--- src/rtl/reg_transfer_bank.sv ---
// Register bank with a shared transfer bus and a small sequencer that runs
// one-shot LOAD / MOVE / SWAP / CLEAR commands over that bus.
module reg_transfer_bank #(
    parameter int unsigned WORD_LENGTH = 8,
    parameter int unsigned NUM_REGS    = 4,
    localparam int unsigned SEL_WIDTH  = $clog2(NUM_REGS)
) (
    input  logic                   clk,
    input  logic                   reset,
    input  logic                   start,
    input  logic [1:0]             op,
    input  logic [SEL_WIDTH-1:0]   src_sel,
    input  logic [SEL_WIDTH-1:0]   dst_sel,
    input  logic [WORD_LENGTH-1:0] ext_data,
    input  logic [SEL_WIDTH-1:0]   rd_sel,
    output logic [WORD_LENGTH-1:0] rd_data,
    output logic [WORD_LENGTH-1:0] bus,
    output logic                   busy,
    output logic                   done,
    output logic                   err
);

    typedef enum logic [2:0] {ST_IDLE, ST_S1, ST_S2, ST_S3, ST_DONE} state_t;
    typedef enum logic [1:0] {OP_LOAD = 2'b00, OP_MOVE = 2'b01,
                              OP_SWAP = 2'b10, OP_CLEAR = 2'b11} op_t;

    state_t                 state_q, state_d;
    op_t                    op_q;
    logic [SEL_WIDTH-1:0]   src_q, dst_q;
    logic [WORD_LENGTH-1:0] data_q;
    logic [WORD_LENGTH-1:0] tmp_q;
    logic [WORD_LENGTH-1:0] regs_q [NUM_REGS];

    logic [WORD_LENGTH-1:0] src_word, dst_word;
    logic                   src_ok, dst_ok;
    logic                   wr_en, tmp_we;
    logic [SEL_WIDTH-1:0]   wr_idx;

    // Indices that match no register read as 0 and flag the command as bad.
    always_comb begin
        src_word = '0;
        dst_word = '0;
        rd_data  = '0;
        src_ok   = 1'b0;
        dst_ok   = 1'b0;
        for (int unsigned i = 0; i < NUM_REGS; i++) begin
            if (src_q == SEL_WIDTH'(i)) begin
                src_word = regs_q[i];
                src_ok   = 1'b1;
            end
            if (dst_q == SEL_WIDTH'(i)) begin
                dst_word = regs_q[i];
                dst_ok   = 1'b1;
            end
            if (rd_sel == SEL_WIDTH'(i)) begin
                rd_data = regs_q[i];
            end
        end
    end

    always_comb begin
        bus = '0;
        case (state_q)
            ST_S1: begin
                case (op_q)
                    OP_LOAD:          bus = data_q;
                    OP_MOVE, OP_SWAP: bus = src_word;
                    default:          bus = '0;
                endcase
            end
            ST_S2:   bus = dst_word;
            ST_S3:   bus = tmp_q;
            default: bus = '0;
        endcase
    end

    always_comb begin
        state_d = state_q;
        wr_en   = 1'b0;
        tmp_we  = 1'b0;
        wr_idx  = dst_q;
        case (state_q)
            ST_IDLE: if (start) state_d = ST_S1;
            ST_S1: begin
                if (op_q == OP_SWAP) begin
                    tmp_we  = 1'b1;
                    state_d = ST_S2;
                end else begin
                    wr_en   = 1'b1;
                    state_d = ST_DONE;
                end
            end
            ST_S2: begin
                wr_en   = 1'b1;
                wr_idx  = src_q;
                state_d = ST_S3;
            end
            ST_S3: begin
                wr_en   = 1'b1;
                state_d = ST_DONE;
            end
            ST_DONE: state_d = ST_IDLE;
            default: state_d = ST_IDLE;
        endcase
    end

    assign busy = (state_q != ST_IDLE);
    assign done = (state_q == ST_DONE);
    assign err  = done & (~dst_ok | (((op_q == OP_MOVE) | (op_q == OP_SWAP)) & ~src_ok));

    always_ff @(posedge clk) begin
        if (reset) begin
            state_q <= ST_IDLE;
            op_q    <= OP_LOAD;
            src_q   <= '0;
            dst_q   <= '0;
            data_q  <= '0;
            tmp_q   <= '0;
            for (int unsigned i = 0; i < NUM_REGS; i++) begin
                regs_q[i] <= '0;
            end
        end else begin
            state_q <= state_d;
            if (state_q == ST_IDLE && start) begin
                op_q   <= op_t'(op);
                src_q  <= src_sel;
                dst_q  <= dst_sel;
                data_q <= ext_data;
            end
            if (tmp_we) tmp_q <= bus;
            if (wr_en) begin
                for (int unsigned i = 0; i < NUM_REGS; i++) begin
                    if (wr_idx == SEL_WIDTH'(i)) regs_q[i] <= bus;
                end
            end
        end
    end

endmodule

--- config.mk ---
export PLATFORM = sky130hd
export DESIGN_NAME = reg_transfer_bank
export DESIGN_NICKNAME = d
export VERILOG_FILES = /design/src/rtl/reg_transfer_bank.sv
export SDC_FILE = /design/constraint.sdc
export NUM_CORES = 1
export LEC_CHECK = 0
export ABC_AREA = 1
export CAP_MARGIN = 20
export CORE_ASPECT_RATIO = 0.8
export CORE_MARGIN = 2
export CORE_UTILIZATION = 50
export CTS_CLUSTER_DIAMETER = 200
export DETAILED_ROUTE_END_ITERATION = 10
export PLACE_DENSITY = 0.72
export SETUP_SLACK_MARGIN = 0.1
export SLEW_MARGIN = 10
export SYNTH_ARGS = -nofsm -noshare
export SYNTH_HDL_FRONTEND = slang
export SYNTH_SLANG_ARGS = --single-unit
--- constraint.sdc ---
create_clock -name clk -period 2.88 [get_ports clk]
set_clock_uncertainty 0.15 [all_clocks]
set_input_delay 0.432 -clock clk [delete_from_list [all_inputs] [get_ports clk]]
set_output_delay 0.432 -clock clk [all_outputs]
set_load 0.03 [all_outputs]
==> results of run 1 <==
sequential cells by signal (all words and copies together) (netlist names):
| register | flops |
|---|---|
| data_q | 8 |
| dst_q | 2 |
| op_q | 2 |
| regs_q | 32 |
| src_q | 2 |
| state_q | 3 |
| tmp_q | 8 |
cell usage in the layout (no fill, tap or decap):
| cell | instances |
|---|---|
| clkbuf_8 | 10 |
| nor2_2 | 2 |
| o21ai_2 | 3 |
| nand2_1 | 121 |
| clkinv_2 | 2 |
| clkbuf_16 | 1 |
| nand2_2 | 9 |
| ha_1 | 3 |
| or2_1 | 1 |
| nand4_2 | 4 |
| a22oi_1 | 3 |
| nand3_2 | 1 |
| nor2_1 | 54 |
| nand3_1 | 23 |
| nor4_1 | 1 |
| a21oi_2 | 7 |
| clkdlybuf4s15_1 | 1 |
| nor2_4 | 1 |
| clkinv_1 | 1 |
| dlygate4sd2_1 | 6 |
| buf_4 | 21 |
| o21ai_0 | 34 |
| clkdlybuf4s50_1 | 21 |
| a21oi_1 | 38 |
| dlymetal6s2s_1 | 1 |
| conb_1 | 1 |
| a221oi_1 | 5 |
| dfxtp_1 | 23 |
| edfxtp_1 | 32 |
| inv_1 | 58 |
| a22oi_2 | 1 |
| clkbuf_1 | 2 |
| o22ai_1 | 2 |
| dfxtp_2 | 2 |
| a2111oi_0 | 1 |
| nand4_1 | 1 |
| inv_2 | 16 |
stage by stage:
stage | power, mW | instances
after global placement | 1.48 | 581
final | 2.19 | 597
after global routing | 2.28 | 597
after floorplan | 1.32 | 460
after detailed placement | 1.49 | 581
after CTS | 2.18 | 597
power groups by stage:
stage               clock network (mW)  logic (mW)  registers (mW)
finish                           0.706       0.515           0.964
global route                     0.743       0.570           0.970
CTS                              0.709       0.512           0.962
detailed placement                   0       0.514           0.979
global placement                     0       0.505           0.978
floorplan                            0       0.363           0.958
cell families (layout without fill, tap and decap cells):
kind of cell             Yosys count  in the layout  share of synthesized area (%)
AO/OA/AOI/OAI                     94             94                           16.4
adder cells (fa/ha/maj)            3              3                           1.12
buffers and inverters             87            140                           10.6
flip-flops                        57             57                           43.8
other                              1              1                          0.112
AND/OR/NAND/NOR                  218            218                           27.9
critical path: stages, from the launching register on:
cell and delay (ps):
dfxtp_1 650, inv_2 90, nor2_1 150, nand2_1 60, nand3_1 80, nand2_1 80
a21oi_2 170, nand2_2 90, dlygate4sd2_1 360
layer usage:
metal | vias to the layer above | wire length, µm | GRT usage, %
met5 | - | 0 | 0
met4 | 0 | 256 | 11.4
met3 | 24 | 732 | 6.09
met2 | 147 | 4010 | 38.8
met1 | 1489 | 3850 | 34.8
li1 | 1583 | - | -
layout make-up:
cell class / count / area [µm²]
fillers: 573 / 2410
multi-input cells: 316 / 1520
repair buffers: 50 / 443
clock inverters: 3 / 13.8
well taps: 84 / 105
inverters: 74 / 278
flip-flops and latches: 57 / 1460
clock buffers: 13 / 170
worst paths after layout:
check,startpoint,endpoint,cells after the start
max reg2reg,state_q[2],regs_q[0][5],6
min,data_q[6],data_q[6],2
min reg2reg,data_q[6],data_q[6],2
max,dst_q[1],bus[3],8
repair_timing:
item                       CTS  global route
gates resized for setup      8             3
hold buffers                 0             0
setup endpoints to repair    8             3
==> out/metrics.cfg, run 1 <==
[power]
p_leak_nw=1.82
clockPowerShare_pct=32.3
sw_frac_of_total_pct=32.5
p_sw_mw=0.710
intPower_mw=1.48
p_comb_share_pct=23.6
seqPwrFrac_pct=44.1
irDropWorstVdd_mv=0.285
powerDensity_mw_per_mm2=547

[setup_path]
start_kind=flip-flop
end_kind=output port
arrival_ps=2070
crit_type=flip-flop to output port
required_ps=2300
cp_max_fo=13
r2r_slack_ps=800

[routing]
wl_um=8860
drt_pass1_iterations=6
viasPerCell=5.43
drc_errors=0
ant_nets=0
drt_iter0_markers=262
vias=3243
wl_per_cell_um=14.8

[global_route]
grtUsageTotal_pct=25.7
antenna_found_initial=0
grt_overflow=0
grt_pass1_wl_um=14300
grt_max_degree=29
first_global_vias=2967

[sta]
max_freq_ghz=0.376
period_minus_slack_ps=2660
rsz0062_at_grt=no
setup_tns_ps=0
finalWorstSetupSlack_ps=223
report.final.slew_viol_count=0
hold_violations=0
fin_crit_sh_pct=92.2
hold_slack_ps=297
worst_pin_slew_ps=519
setup_viol=0
slew_headroom_pct=65.4

[synthesis]
synth_commonest_cells=nand2_1, inv_1, nor2_1
syn_area_per_cell_um2=7.25
syn_area_mm2=0.00334
synth.distinct_cells=31
yosys.cell_count.top_type=nand2_1
synth_edf_count=32
yosys_warnings=0
ys_seq_area_share_pct=43.8
synth-seq-cells=57
yosysTopAreaCell=edfxtp_1
ys.flop_type=edfxtp_1
synth_area_leaders=edfxtp_1, dfxtp_1, nand2_1, inv_1, nor2_1
syn_nets=482
synthDominantCellAreaShare_pct=28.8
synthCells=460
async_flop_share_pct=0

[cells_and_area]
stdcell_area_mm2=0.00399
layout.nets=530
fin_util_pct=62.3
areaGrowthSynthToFinish_pct=19.7
antenna_cells=0
drive_gt1_share_pct=15.6

[placement]
place_area_mm2=0.00381
dp_slack_ps=234
place_hpwl_um=6710
io_buffers=36
routabilityCongestion=0.919

[cts]
numCtsBuffers=9
post-cts-setup-buffers=0
clk_pin_slew_worst_paths_ps=70
h-tree-depth=3
cts.sinks=57
cts_tree=built
cts_root_buffer=clkbuf_8
clk_latency_ps=340
cts_buffer_depth=2

[floorplanning]
die_y_um=77.1
coreArea_mm2=0.00641
start_util_pct=52.1
die_w_um=95.3
ios=38
dieArea_mm2=0.00735
rows=26

[run_status]
status=finished, final reports clean

[job]
max_cap_viol_count=0

[hold_path]
hold_class=flip-flop to flip-flop

Note: power is estimated with default switching activity, not from simulation.
==> run 2, diff against run 1 <==
Settings changed: SLEW_MARGIN 10 to 25.
==> results of run 2 <==
The final DEF is identical to that of run 1; final timing and power are the same.
==> run 3, diff against run 2 <==
Settings changed: HOLD_SLACK_MARGIN from default to 0.02.
==> results of run 3 <==
The final DEF is identical to that of run 1; final timing and power are the same.
